<file path="src/rtl/seq_pkg.sv">
// Shared types for the word-level "101" scan controller.
//   scan_state_e : controller FSM encoding (IDLE=0, SHIFT=1, DONE=2)
//   det_state_e  : serial detector encoding (idle / seen "1" / seen "10")
//   det_next()   : detector next-state rule; `overlap` selects whether a hit
//                  may reuse its final '1' as the start of the next match.
package seq_pkg;

  typedef enum logic [1:0] {
    ST_IDLE  = 2'd0,
    ST_SHIFT = 2'd1,
    ST_DONE  = 2'd2
  } scan_state_e;

  typedef enum logic [1:0] {
    DET_IDLE = 2'd0,
    DET_S1   = 2'd1,
    DET_S10  = 2'd2
  } det_state_e;

  function automatic det_state_e det_next(det_state_e s, logic i, logic overlap);
    det_state_e n;
    n = DET_IDLE;
    case (s)
      DET_IDLE: n = i ? DET_S1 : DET_IDLE;
      DET_S1:   n = i ? DET_S1 : DET_S10;
      DET_S10:  n = i ? (overlap ? DET_S1 : DET_IDLE) : DET_IDLE;
      default:  n = DET_IDLE;
    endcase
    return n;
  endfunction

endpackage

</file>
<file path="src/rtl/seq_scan_ctrl_if.sv">
// Word handshake and result bundle for seq_scan_ctrl.
//   master : word source / result consumer (drives in_valid, in_data, in_chain)
//   slave  : the controller (drives in_ready, busy, bit_out, hit, done,
//            match_cnt, ovf)
interface seq_scan_ctrl_if #(
  parameter int unsigned WIDTH = 8,
  parameter int unsigned CNT_W = 4
);
  logic             in_valid;
  logic [WIDTH-1:0] in_data;
  logic             in_chain;
  logic             in_ready;
  logic             busy;
  logic             bit_out;
  logic             hit;
  logic             done;
  logic [CNT_W-1:0] match_cnt;
  logic             ovf;

  modport master (
    output in_valid, in_data, in_chain,
    input  in_ready, busy, bit_out, hit, done, match_cnt, ovf
  );

  modport slave (
    input  in_valid, in_data, in_chain,
    output in_ready, busy, bit_out, hit, done, match_cnt, ovf
  );
endinterface

</file>
<file path="src/rtl/seq_det_101.sv">
// Registered Mealy "101" detector that advances one bit per enabled cycle.
//   clk, rst : clock, synchronous active-high reset
//   clr      : synchronous clear to idle with q=0 (wins over en)
//   en       : step the detector with input bit i
//   i        : serial input bit
//   q        : registered match flag for the last stepped bit; held when idle
module seq_det_101
  import seq_pkg::*;
#(
  parameter int unsigned OVERLAP = 1
) (
  input  logic clk,
  input  logic rst,
  input  logic clr,
  input  logic en,
  input  logic i,
  output logic q
);

  det_state_e st_q, st_d;
  logic       q_q, q_d;

  always_comb begin
    st_d = st_q;
    q_d  = q_q;
    if (clr) begin
      st_d = DET_IDLE;
      q_d  = 1'b0;
    end else if (en) begin
      st_d = det_next(st_q, i, OVERLAP != 0);
      q_d  = (st_q == DET_S10) && i;
    end
  end

  always_ff @(posedge clk) begin
    if (rst) begin
      st_q <= DET_IDLE;
      q_q  <= 1'b0;
    end else begin
      st_q <= st_d;
      q_q  <= q_d;
    end
  end

  assign q = q_q;

endmodule

</file>
<file path="src/rtl/seq_scan_ctrl.sv">
// Word-level scan controller: accepts a word, feeds it MSB-first into the
// "101" detector, counts current-word hits and reports them with `done`.
//   clk, rst : clock, synchronous active-high reset
//   bus      : seq_scan_ctrl_if.slave (in_valid/in_data/in_chain handshake in,
//              in_ready/busy/bit_out/hit/done/match_cnt/ovf out)
module seq_scan_ctrl
  import seq_pkg::*;
#(
  parameter int unsigned WIDTH   = 8,
  parameter int unsigned CNT_W   = 4,
  parameter int unsigned OVERLAP = 1
) (
  input  logic           clk,
  input  logic           rst,
  seq_scan_ctrl_if.slave bus
);

  localparam int unsigned IDX_W = $clog2(WIDTH);
  localparam logic [IDX_W-1:0] LAST_IDX = IDX_W'(WIDTH - 1);

  scan_state_e      state_q, state_d;
  logic [WIDTH-1:0] shreg_q, shreg_d;
  logic [IDX_W-1:0] idx_q, idx_d;
  logic [CNT_W-1:0] cnt_q, cnt_d, cnt_inc;
  logic [CNT_W-1:0] match_cnt_q, match_cnt_d;
  logic             ovf_run_q, ovf_run_d, ovf_run_inc;
  logic             ovf_q, ovf_d;
  logic             done_q, done_d;
  logic             det_q, det_clr, det_en, bit_out, hit_w, cnt_sat;

  seq_det_101 #(.OVERLAP(OVERLAP)) u_det (
    .clk (clk),
    .rst (rst),
    .clr (det_clr),
    .en  (det_en),
    .i   (bit_out),
    .q   (det_q)
  );

  // Detector q lags the presented bit by one cycle: in the first SHIFT cycle
  // it still belongs to the previous word, and in DONE it carries the last bit.
  always_comb begin
    det_en      = (state_q == ST_SHIFT);
    det_clr     = (state_q == ST_IDLE) && bus.in_valid && !bus.in_chain;
    bit_out     = (state_q == ST_SHIFT) && shreg_q[WIDTH-1];
    hit_w       = det_q && (((state_q == ST_SHIFT) && (idx_q != '0)) ||
                            (state_q == ST_DONE));
    cnt_sat     = &cnt_q;
    cnt_inc     = (hit_w && !cnt_sat) ? cnt_q + CNT_W'(1) : cnt_q;
    ovf_run_inc = ovf_run_q || (hit_w && cnt_sat);
  end

  always_comb begin
    state_d     = state_q;
    shreg_d     = shreg_q;
    idx_d       = idx_q;
    cnt_d       = cnt_q;
    ovf_run_d   = ovf_run_q;
    match_cnt_d = match_cnt_q;
    ovf_d       = ovf_q;
    done_d      = 1'b0;
    case (state_q)
      ST_IDLE: begin
        if (bus.in_valid) begin
          shreg_d   = bus.in_data;
          idx_d     = '0;
          cnt_d     = '0;
          ovf_run_d = 1'b0;
          state_d   = ST_SHIFT;
        end
      end
      ST_SHIFT: begin
        shreg_d   = shreg_q << 1;
        idx_d     = idx_q + IDX_W'(1);
        cnt_d     = cnt_inc;
        ovf_run_d = ovf_run_inc;
        if (idx_q == LAST_IDX) state_d = ST_DONE;
      end
      ST_DONE: begin
        match_cnt_d = cnt_inc;
        ovf_d       = ovf_run_inc;
        done_d      = 1'b1;
        state_d     = ST_IDLE;
      end
      default: state_d = ST_IDLE;
    endcase
  end

  always_ff @(posedge clk) begin
    if (rst) begin
      state_q     <= ST_IDLE;
      shreg_q     <= '0;
      idx_q       <= '0;
      cnt_q       <= '0;
      ovf_run_q   <= 1'b0;
      match_cnt_q <= '0;
      ovf_q       <= 1'b0;
      done_q      <= 1'b0;
    end else begin
      state_q     <= state_d;
      shreg_q     <= shreg_d;
      idx_q       <= idx_d;
      cnt_q       <= cnt_d;
      ovf_run_q   <= ovf_run_d;
      match_cnt_q <= match_cnt_d;
      ovf_q       <= ovf_d;
      done_q      <= done_d;
    end
  end

  assign bus.in_ready  = (state_q == ST_IDLE);
  assign bus.busy      = (state_q != ST_IDLE);
  assign bus.bit_out   = bit_out;
  assign bus.hit       = hit_w;
  assign bus.done      = done_q;
  assign bus.match_cnt = match_cnt_q;
  assign bus.ovf       = ovf_q;

endmodule
</file>
<file path="src/flat_wrapper.sv">
// flat-port wrapper written by rule: the top's interface ports become plain ports
module seq_scan_ctrl_flat import seq_pkg::*;
#(
  parameter int unsigned WIDTH   = 8,
  parameter int unsigned CNT_W   = 4,
  parameter int unsigned OVERLAP = 1
)
  (clk, rst, bus_in_valid, bus_in_data, bus_in_chain, bus_in_ready, bus_busy, bus_bit_out, bus_hit, bus_done, bus_match_cnt, bus_ovf);
  seq_scan_ctrl_if #(.WIDTH(WIDTH), .CNT_W(CNT_W)) bus_i ();
  input  logic clk;
  input  logic rst;
  input wire logic [$bits(bus_i.in_valid)-1:0] bus_in_valid;
  input wire logic [$bits(bus_i.in_data)-1:0] bus_in_data;
  input wire logic [$bits(bus_i.in_chain)-1:0] bus_in_chain;
  output wire logic [$bits(bus_i.in_ready)-1:0] bus_in_ready;
  output wire logic [$bits(bus_i.busy)-1:0] bus_busy;
  output wire logic [$bits(bus_i.bit_out)-1:0] bus_bit_out;
  output wire logic [$bits(bus_i.hit)-1:0] bus_hit;
  output wire logic [$bits(bus_i.done)-1:0] bus_done;
  output wire logic [$bits(bus_i.match_cnt)-1:0] bus_match_cnt;
  output wire logic [$bits(bus_i.ovf)-1:0] bus_ovf;
  assign bus_i.in_valid = bus_in_valid;
  assign bus_i.in_data = bus_in_data;
  assign bus_i.in_chain = bus_in_chain;
  assign bus_in_ready = bus_i.in_ready;
  assign bus_busy = bus_i.busy;
  assign bus_bit_out = bus_i.bit_out;
  assign bus_hit = bus_i.hit;
  assign bus_done = bus_i.done;
  assign bus_match_cnt = bus_i.match_cnt;
  assign bus_ovf = bus_i.ovf;
  seq_scan_ctrl #(.WIDTH(WIDTH), .CNT_W(CNT_W), .OVERLAP(OVERLAP)) u_core (.clk(clk), .rst(rst), .bus(bus_i));
endmodule
</file>
<file path="config.mk">
export PLATFORM = sky130hd
export DESIGN_NAME = seq_scan_ctrl_flat
export DESIGN_NICKNAME = d
export VERILOG_FILES = /design/src/rtl/seq_pkg.sv /design/src/rtl/seq_scan_ctrl_if.sv /design/src/rtl/seq_det_101.sv /design/src/rtl/seq_scan_ctrl.sv /design/src/flat_wrapper.sv
export SDC_FILE = /design/constraint.sdc
export NUM_CORES = 1
export LEC_CHECK = 0
export ABC_AREA = 1
export BUFFER_PORTS_ARGS = -buffer_cell sky130_fd_sc_hd__buf_2
export CAP_MARGIN = 20
export CORE_MARGIN = 1
export CORE_UTILIZATION = 54
export DETAILED_ROUTE_END_ITERATION = 10
export PLACE_DENSITY = 0.88
export SYNTH_ARGS = -nofsm -noshare
export SYNTH_HDL_FRONTEND = slang
export SYNTH_SLANG_ARGS = --single-unit
</file>
<file path="constraint.sdc">
create_clock -name clk -period 1.5 [get_ports clk]
set_input_delay 0.075 -clock clk [delete_from_list [all_inputs] [get_ports clk]]
set_output_delay 0.075 -clock clk [all_outputs]
set_load 0.005 [all_outputs]
</file>
# --- Yosys cells after proc, flatten, opt, wreduce, memory -nomap -nowiden ---
# Index checks and enable logic that the tools add are counted.
word_totals:
  ff_bits: 27
  input_bits: 12
  out_inout_bits: 10
  elab_cells: 57
classes:
  add_sub_neg: 2
  eq_ne: 7
  muxes: 16
  reduce_logical: 22
op_table:
  columns: ["operator", "n"]
  rows:
  - ["$pmux 8 s2", 1]
  - ["$logic_and 1x1->1", 8]
  - ["$mux 4", 2]
  - ["$mux 8", 1]
  - ["$pmux 2 s2", 2]
  - ["$pmux 4 s2", 1]
  - ["$mux 2", 3]
  - ["$pmux 3 s2", 1]
  - ["$add 4x1->4 const B", 1]
  - ["$eq 2x1->1 const B", 2]
  - ["$eq 2x2->1 const B", 2]
  - ["$logic_not 2->1", 2]
  - ["$ne 2x2->1 const B", 2]
  - ["$reduce_and 2->1", 2]
  - ["$reduce_and 4->1", 1]
  - ["$reduce_bool 2->1", 2]
  - ["$reduce_or 2->1", 2]
  - ["$add 3x1->3 const B", 1]
  - ["$eq 3x3->1 const B", 1]
  - ["$mux 1", 3]
  - ["$mux 3", 1]
  - ["$reduce_bool 3->1", 1]
  - ["$logic_not 1->1", 2]
  - ["$logic_or 1x1->1", 2]
  - ["$pmux 1 s2", 1]

# --- Logic depth before layout (Yosys ltp) ---
# Gate-level depths: netlist (run 1).
depth:
  word_depth: 7
  ltp_mapped: 11
  ltp_nobuf: 11

# --- Modules after synthesis ---
# From an unflattened synthesis (run 1), not the netlist that was laid out.
hier_totals:
  cells_unflattened: 185
  hier_area_um2: 1322.5
modules_own_cells:
  columns: ["module", "instances", "cells_per_inst", "area_per_inst_um2"]
  rows:
  - ["seq_scan_ctrl", 1, 164, 1183.6]
  - ["seq_det_101", 1, 21, 138.9]

# --- Worst setup path after synthesis (run 1) ---
# Ideal clock, no wire load.
synth_path:
  path_kind: "reg2reg"
  startpoint: "register u_core.cnt_q[0]"
  endpoint: "register u_core.match_cnt_q[2] (netlist: u_core.bus.match_cnt[2])"
  setup_time_ps: 109
  arrival_time_ps: 1148
  required_ps: 1391
  path_slack_ps: 243
  path_stages_with_launch: 11
  path_buffers: 0
  period_less_slack_ps: 1257
  path_cell_list: "dfxtp_1 ha_1 nand2_1 nor2_1 inv_1 nand3_4 inv_2 nand2_1 nand3_1 nand2_1 inv_1"
synth_between:
  elab_chain_cells: 4
  word_cells_on_any_way: 5
  classes_between: "1 x add/sub; 1 x mux; 3 x reduce/logical"
synth_lines:
  columns: ["item", "line", "source"]
  rows:
  - ["from (decl)", "seq_scan_ctrl.sv:24", "logic [CNT_W-1:0] cnt_q, cnt_d, cnt_inc;"]
  - ["from (signal assigned)", "seq_scan_ctrl.sv:103", "cnt_q <= cnt_d;"]
  - ["branches (longest 3 deep; another with $add 4x1->4)", null, null]
  - ["$mux 4 *", "seq_scan_ctrl.sv:49", "cnt_inc = (hit_w && !cnt_sat) ? cnt_q + CNT_W'(1) : cnt_q;"]
  - ["to (signal assigned)", "seq_scan_ctrl.sv:105", "match_cnt_q <= match_cnt_d;"]
  - ["to (decl)", "seq_scan_ctrl.sv:25", "logic [CNT_W-1:0] match_cnt_q, match_cnt_d;"]
# Mark *: on every way between the ends.
# A chain may end at the register's enable or synchronous reset.

# --- Worst setup path after layout (run 1) ---
layout_path:
  startpoint: "register u_core.idx_q[0]"
  endpoint: "output bus_hit"
layout_between:
  elab_chain_cells: 4
layout_lines:
  columns: ["item", "line", "source"]
  rows:
  - ["from (decl)", "seq_scan_ctrl.sv:23", "logic [IDX_W-1:0] idx_q, idx_d;"]
  - ["from (signal assigned)", "seq_scan_ctrl.sv:102", "idx_q <= idx_d;"]
  - ["$reduce_bool 3->1", "seq_scan_ctrl.sv:46", "hit_w = det_q && (((state_q == ST_SHIFT) && (idx_q != '0)) ||"]
  - ["$logic_and 1x1->1", "seq_scan_ctrl.sv:46", null]
  - ["$logic_or 1x1->1", "seq_scan_ctrl.sv:46", null]
  - ["$logic_and 1x1->1", "seq_scan_ctrl.sv:46", null]
  - ["to (decl)", "flat_wrapper.sv:18", "output wire logic [$bits(bus_i.hit)-1:0] bus_hit;"]
# Every way passes these cells.

==> results of run 1 <==
==> report_power, final <==
part           leakage, nW  internal, mW  switching, mW
clock               0.0150         0.104          0.204
sequential           0.222         0.748         0.0159
combinational        0.471        0.0657         0.0988
==> per-layer routing <==
metal  wire length [µm]  vias up
li1                   -      607
met1               1150      515
met2               1240       20
met3                 74        4
met4                 27        0
met5                  0        -
==> kinds of logic (layout without fill, tap and decap cells) <==
family | Yosys count | in the layout | share of synthesized area
adders and majority gates | 4 | 4 | 0.0394
buffers and inverters | 28 | 54 | 0.0906
DFF | 27 | 27 | 0.426
xor gates and xnor gates | 1 | 1 | 0.00690
AOI/OAI and AO/OA | 30 | 30 | 0.139
and+or+nand+nor | 85 | 85 | 0.299
==> placed cells by master (no fill, tap or decap), types with 2 or more instances in the layout <==
cell type,n
sky130_fd_sc_hd__ha_1,4
sky130_fd_sc_hd__buf_2,21
sky130_fd_sc_hd__buf_4,6
sky130_fd_sc_hd__inv_2,3
sky130_fd_sc_hd__inv_1,18
sky130_fd_sc_hd__clkbuf_4,3
sky130_fd_sc_hd__a21oi_1,5
sky130_fd_sc_hd__nand2_1,52
sky130_fd_sc_hd__nand3_1,6
sky130_fd_sc_hd__o21ai_0,12
sky130_fd_sc_hd__nor2_2,2
sky130_fd_sc_hd__a31oi_1,8
sky130_fd_sc_hd__nor2_1,15
sky130_fd_sc_hd__dfxtp_1,22
sky130_fd_sc_hd__nand2_4,2
sky130_fd_sc_hd__nand4_1,2
sky130_fd_sc_hd__nand2_2,3
sky130_fd_sc_hd__dfxtp_2,5
==> critical path: stages, from the launching register on <==
cell and delay, ps:
sky130_fd_sc_hd__dfxtp_2 370, sky130_fd_sc_hd__inv_1 50, sky130_fd_sc_hd__ha_1 180, sky130_fd_sc_hd__nand2_1 70, sky130_fd_sc_hd__nand2_2 70, sky130_fd_sc_hd__nand2_4 80
sky130_fd_sc_hd__nand2_2 60, sky130_fd_sc_hd__inv_2 60, sky130_fd_sc_hd__buf_2 100
==> path summary, 6_finish.rpt <==
| kind | startpoint | endpoint | depth (start not counted) |
|---|---|---|---|
| min | bus_in_data[5] | u_core.shreg_q[5]$_SDFFE_PP0P_ | 3 |
| min reg2reg | u_core.ovf_run_q$_SDFFE_PP0P_ | u_core.ovf_run_q$_SDFFE_PP0P_ | 2 |
| max reg2reg | u_core.idx_q[0]$_SDFFE_PP0P_ | u_core.cnt_q[0]$_SDFFE_PP0P_ | 10 |
| max | u_core.idx_q[0]$_SDFFE_PP0P_ | bus_hit | 8 |
==> layout make-up <==
cell class | instances | area (µm²) | area share
Tap cell | 28 | 35.0 | 0.0239
Inverter | 23 | 88.8 | 0.0607
Sequential cell | 27 | 547 | 0.374
Timing Repair Buffer | 27 | 150 | 0.103
Multi-Input combinational cell | 120 | 617 | 0.421
Clock buffer | 4 | 26.3 | 0.0179
==> metrics by stage <==
| step | power [mW] | instance area, µm² | instances |
|---|---|---|---|
| floorplan | 0.883 | 1270 | 175 |
| global placement | 0.918 | 1400 | 221 |
| detailed placement | 0.927 | 1400 | 221 |
| CTS | 1.22 | 1430 | 225 |
| global route | 1.29 | 1460 | 229 |
| finish | 1.24 | 1460 | 229 |
==> state kept, by name, indices dropped and copies added, names as in the netlist <==
name	flops
u_core.u_det.st_q	2
u_core.state_q	2
u_core.bus.done	1
u_core.bus.match_cnt	4
u_core.shreg_q	8
u_core.u_det.q	1
u_core.cnt_q	4
u_core.idx_q	3
u_core.bus.ovf	1
u_core.ovf_run_q	1
==> timing repair <==
item,4_1_cts,5_1_grt
setup buffers,0,4
hold buffers,0,0
pin swaps,0,2
gates resized for setup,2,7
endpoints found under the setup margin,2,11
==> results by group, run 1 <==
Logic synthesis
  – Dominant cell by count in the synthesized netlist: sky130_fd_sc_hd__nand2_1
  – Post-synthesis sequential area ratio: 0.426
  – Cells taking the most area after synthesis: sky130_fd_sc_hd__dfxtp_1, sky130_fd_sc_hd__nand2_1, sky130_fd_sc_hd__inv_1, sky130_fd_sc_hd__o21ai_0, sky130_fd_sc_hd__nor2_1
  – Synthesized area: 1270 µm²
  – Post-Synthesis Net Count: 191
  – Register bit count reported by yosys: 27
  – Post-synth EDFFs: 0
  – Warnings from Yosys: 0
  – Main synth FF type: sky130_fd_sc_hd__dfxtp_1
  – Post-synth top area share: 0.426
  – Largest area contributor in the synthesized netlist: sky130_fd_sc_hd__dfxtp_1
  – Number of distinct library cell variants in the gate-level netlist after synthesis: 27
  – Most frequent cells after synthesis: sky130_fd_sc_hd__nand2_1, sky130_fd_sc_hd__dfxtp_1, sky130_fd_sc_hd__inv_1
  – Cell count after synthesis: 175
  – Share of synthesized flip-flops with an asynchronous set or reset: 0
  – Avg Inst Size Synth: 7.26 µm²

Route
  – Antenna viol nets, final: 0
  – Via Count: 1146
  – Detailed-route vias per instance: 5.00
  – Final wirelength: 2490 µm
  – Initial DRT Pass Iterations: 4
  – Number of remaining DRC errors: 0
  – Detail-routed net length per standard cell: 10.9 µm
  – Number of DRC markers after the initial detailed-route iteration: 25

GRT
  – GRT busiest layer: met2
  – Met2 Resource Use GR: 0.411
  – Maximum number of pins on one net before global-route repair: 16
  – Tot GR Track Use: 0.224
  – First-pass GRT wire length: 4280 µm
  – Vias in the first global route: 1056
  – Overflow left after global routing: 0
  – Antenna violations before repair: 0
  – Met3 layer usage reported by global route: 0.0364
  – Global-route track usage on met1: 0.257

Die
  – Area inside the core boundary: 2210 µm²
  – Top-level port count: 22
  – Height of the die: 50.5 µm
  – Die area: 2550 µm²
  – Die width: 50.5 µm
  – Initial standard-cell utilization of the core: 0.574
  – Num rows: 17

Clocking
  – Number of sinks driven by the clock tree: 27
  – Number of buffers added by the clock tree synthesis step: 3
  – Root Buffer Master: sky130_fd_sc_hd__clkbuf_4
  – Clk_lat worst skew: 320 ps
  – Clk slew on worst S/H paths: 140 ps
  – H-tree levels: 1
  – Clock tree from TritonCTS: built
  – Clock Tree Buf Depth: 2

STA
  – Final count of negative-setup-slack endpoints: 0
  – Post-route setup TNS: 0 ps
  – Final setup margin: 66.6 ps
  – Slew HR: 0.760
  – Achievable Freq: 698 MHz
  – Min cycle time layout: 1430 ps
  – Count of endpoints failing hold in the final timing report: 0
  – Final Max Slew Viols: 0
  – Clock skew after layout: 2.27 ps
  – Ratio of final minimum period to clock period: 0.956
  – Slew at the pin closest to its max-slew limit: 356 ps
  – Worst-case hold slack: 3.83 ps

Final layout
  – Number of antenna diodes: 0
  – Fraction of final layout cells sized beyond drive strength 1: 0.249
  – # nets final: 218
  – Post-route core utilization: 0.662
  – Number of filler instances in the final layout: 193
  – Growth of design area from synthesis to finish: 15.3%

Power
  – Total power density per cell area: 845 nW/µm²
  – Maximum ir drop on the vdd rail: 0.695 mV
  – Leakage power of the design: 0.708 nW

Run status
  – Status: finished clean

Critical path
  – Crit path arrival time: 1360 ps
  – Critical Path Start Type: flip-flop
  – Reg2Reg Setup Slack: 80 ps
  – Sort of element at the end of the critical path: output pin
  – WP data required: 1420 ps
  – Critical path start-end classification: flip-flop to output pin
  – Crit-path max FO: 3

Placement
  – Sum of net half-perimeters after detailed placement: 1830 µm
  – Number of port buffers: 21
  – Final estimated routing congestion in global placement: 0.819
  – Pre-CTS worst setup slack: 114 ps

Run
  – Max Cap Violations: 0

Hold path
  – Class of the tightest hold or removal check: input port to flip-flop
Power figures use the tool's default switching activity.
==> run 2: changes to the inputs <==
Settings changed: SETUP_SLACK_MARGIN from default to 0.15.
==> run 2 against run 1 <==
Against the previous run:
- the run now ends with hold timing left
- wire length is 13% higher
- core utilization is 4.6 points higher
- final cell count is 1.7% higher
- critical path depth is 3 higher
- sequential share of layout area is 2.3 points lower
- worst setup slack better by 38 ps
- global-route usage is 1.2 points higher
- clock power hardly changed
- clock-buffer cell count stayed put
- combinational power is 10% higher
- maximum frequency is 2.7% higher
- sequential cell count stayed put
- critical path type is now flip-flop to flip-flop
- largest cell class unchanged
- largest power group unchanged
- highest routed layer unchanged
==> results by group, run 2 (same netlist as run 1, synthesis figures left out) <==
STA
  – Count of endpoints failing hold in the final timing report: 1 (was 0)
  – Achievable Freq: 716 MHz (was 698 MHz)
  – Slew HR: 0.756 (was 0.760)
  – Clock skew after layout: 8.98 ps (was 2.27 ps)
  – Worst-case hold slack: -1.30 ps (was 3.83 ps)
  – Slew at the pin closest to its max-slew limit: 362 ps (was 356 ps)
  – RSZ-0062 raised after global routing: true
  – Final count of negative-setup-slack endpoints: 0 (unchanged)
  – Final Max Slew Viols: 0 (unchanged)
  – Ratio of final minimum period to clock period: 0.930 (was 0.956)
  – Min cycle time layout: 1400 ps (was 1430 ps)
  – Post-route setup TNS: 0 ps (unchanged)

Route
  – Antenna viol nets, final: 0 (unchanged)
  – Number of remaining DRC errors: 0 (unchanged)
  – Final wirelength: 2820 µm (was 2490 µm)
  – Initial DRT Pass Iterations: 4 (unchanged)
  – Detailed-route vias per instance: 5.23 (was 5.00)
  – Detail-routed net length per standard cell: 12.1 µm (was 10.9 µm)
  – Number of DRC markers after the initial detailed-route iteration: 31 (was 25)
  – Via Count: 1219 (was 1146)

GRT
  – Maximum number of pins on one net before global-route repair: 16 (unchanged)
  – Antenna violations before repair: 0 (unchanged)
  – Overflow left after global routing: 0 (unchanged)
  – First-pass GRT wire length: 4550 µm (was 4280 µm)
  – Tot GR Track Use: 0.236 (was 0.224)
  – Vias in the first global route: 1127 (was 1056)

Critical path
  – Most repeated library cell on the critical path: sky130_fd_sc_hd__nand2_1 (was sky130_fd_sc_hd__nand2_2)
  – Cells traversed along the worst timing path: inv_2, ha_4, nand2_2, nand2_2, nand2_4, buf_6, nand4_1, nand2_1, nand2_1, nand2_1, inv_1 (was inv_1, ha_1, nand2_1, nand2_2, nand2_4, nand2_2, inv_2, buf_2)
  – Critical Path Start Type: flip-flop (unchanged)
  – WP data required: 1740 ps (was 1420 ps)
  – Crit path arrival time: 1640 ps (was 1360 ps)
  – Critical path start-end classification: flip-flop to flip-flop (was flip-flop to output pin)
  – Max stage delay cell, worst path: sky130_fd_sc_hd__dfxtp_2 (unchanged)
  – Crit-path max FO: 4 (was 3)
  – Worst Path Buf+Inv: 3 (unchanged)
  – Worst reg-to-reg path cell count: 11 (was 10)
  – Reg-to-reg startpoint: u_core.idx_q[1]$_SDFFE_PP0P_ (was u_core.idx_q[0]$_SDFFE_PP0P_)
  – Sort of element at the end of the critical path: flip-flop (was output pin)
  – Critical register-to-register path endpoint: u_core.bus.match_cnt[0]$_SDFFE_PP0P_ (was u_core.cnt_q[0]$_SDFFE_PP0P_)
  – Maximum cell stage delay along the critical path: 360 ps (was 370 ps)
  – Reg2Reg Setup Slack: 100 ps (was 80 ps)
  – Kind of cell adding the most delay to the critical path: simple AND/OR/NAND/NOR gates (was flip-flops)

Clocking
  – H-tree levels: 1 (unchanged)
  – Clk slew on worst S/H paths: 140 ps (about the same)
  – Post-cts hold buffer count: 0 (unchanged)
  – Number of sinks driven by the clock tree: 27 (unchanged)
  – Clk_lat worst skew: 320 ps (about the same)
  – Number of buffers added by the clock tree synthesis step: 3 (unchanged)
  – Clock Tree Buf Depth: 2 (unchanged)
  – Root Buffer Master: sky130_fd_sc_hd__clkbuf_4 (unchanged)
  – Clock tree from TritonCTS: built (unchanged)

Die
  – Height of the die: 50.5 µm (unchanged)
  – Area inside the core boundary: 2210 µm² (unchanged)
  – Die area: 2550 µm² (unchanged)
  – Die width: 50.5 µm (unchanged)
  – Initial standard-cell utilization of the core: 0.574 (unchanged)
  – Num rows: 17 (unchanged)
  – Top-level port count: 22 (unchanged)

Final layout
  – Most common cell after layout, fill and taps aside: sky130_fd_sc_hd__nand2_1 (unchanged)
  – Growth of design area from synthesis to finish: 23.3% (was 15.3%)
  – Post-route core utilization: 0.708 (was 0.662)
  – Number of antenna diodes: 0 (unchanged)
  – Number of flip-flops under the largest register name: 8 (unchanged)
  – Register bank with the most flops: u_core.shreg_q (unchanged)
  – Most used cells in the layout excluding fill and tap cells: sky130_fd_sc_hd__nand2_1, sky130_fd_sc_hd__dfxtp_1, sky130_fd_sc_hd__buf_2 (unchanged)
  – # nets final: 222 (was 218)
  – Fraction of final layout cells sized beyond drive strength 1: 0.322 (was 0.249)

Run status
  – Status: complete, but fails checks (was finished clean)
  – Failing checks: hold timing

Placement
  – Final estimated routing congestion in global placement: 0.819 (unchanged)
  – Sum of net half-perimeters after detailed placement: 1830 µm (unchanged)
  – Number of port buffers: 21 (unchanged)

Hold path
  – Worst hold path cell count: 3 (unchanged)
  – HP Start: bus_in_data[1] (was bus_in_data[5])
  – Worst hold endpoint: u_core.shreg_q[1]$_SDFFE_PP0P_ (was u_core.shreg_q[5]$_SDFFE_PP0P_)
  – Class of the tightest hold or removal check: input port to flip-flop (unchanged)

Power
  – Maximum ir drop on the vdd rail: 0.698 mV (was 0.695 mV)
  – Total power density per cell area: 801 nW/µm² (was 845 nW/µm²)
  – Leakage power of the design: 0.750 nW (was 0.708 nW)
  – Total power of the final layout: 1.25 mW (was 1.24 mW)

Run
  – Max Cap Violations: 0 (unchanged)
-- run 2: layout make-up --
| cell class | instances | area (µm²) |
|---|---|---|
| Clock buffer | 4 | 26.3 |
| Fill cell | 183 | 647 |
| Inverter | 23 | 88.8 |
| Multi-Input combinational cell | 120 | 673 |
| Sequential cell | 27 | 548 |
| Tap cell | 28 | 35.0 |
| Timing Repair Buffer | 31 | 194 |
-- run 2: power by group --
| part | total [mW] | leakage (nW) | switching, mW | internal (mW) |
|---|---|---|---|---|
| registers | 0.763 | 0.223 | 0.0158 | 0.748 |
| clock network | 0.309 | 0.0150 | 0.205 | 0.104 |
| logic | 0.181 | 0.512 | 0.108 | 0.0732 |
-- run 2: how the worst max path moves through the flow --
stage	startpoint	endpoint	slack [ps]	cells after the start
6_report	u_core.idx_q[1]$_SDFFE_PP0P_	u_core.bus.match_cnt[0]$_SDFFE_PP0P_	100	11
5_1_grt	u_core.idx_q[0]$_SDFFE_PP0P_	u_core.bus.match_cnt[0]$_SDFFE_PP0P_	40	11
4_1_cts	u_core.idx_q[0]$_SDFFE_PP0P_	bus_hit	150	8
3_5_place_dp	u_core.cnt_q[0]$_SDFFE_PP0P_	u_core.bus.match_cnt[2]$_SDFFE_PP0P_	110	10
3_3_place_gp	u_core.state_q[0]$_SDFFE_PP0P_	u_core.shreg_q[0]$_SDFFE_PP0P_	190	9
2_1_floorplan	u_core.cnt_q[0]$_SDFFE_PP0P_	u_core.bus.match_cnt[2]$_SDFFE_PP0P_	240	10
-- run 2: repair_timing --
| action | 4_1_cts | 5_1_grt |
|---|---|---|
| setup endpoints to repair | 12 | 19 |
| resized for setup | 14 | 14 |
| cloned | 0 | 0 |
| pin swaps | 2 | 4 |
| buffers inserted | 8 | 0 |
| endpoints found under the hold margin | 0 | 0 |
-- run 2: stage by stage --
stage               hold slack, ps  setup slack, ps  cell area [µm²]  std cells
floorplan                      224              243             1270        175
global placement               345              192             1400        221
finish                       -1.30              104             1570        233
global route                 -7.65             42.5             1570        233
CTS                           2.68              146             1510        233
detailed placement             354              114             1400        221
-- run 2: metal layers --
metal	global-route usage	up-vias	routed length [µm]
met5	0	-	0
met4	0.0787	0	17
met3	0.0394	3	119
met2	0.440	39	1450
met1	0.268	554	1230
li1	-	623	-
-- run 2: tightest hold or removal path, cell delays in order --
cell                      delay, ps
sky130_fd_sc_hd__buf_2           90
sky130_fd_sc_hd__nand2_1         50
sky130_fd_sc_hd__a31oi_1         70
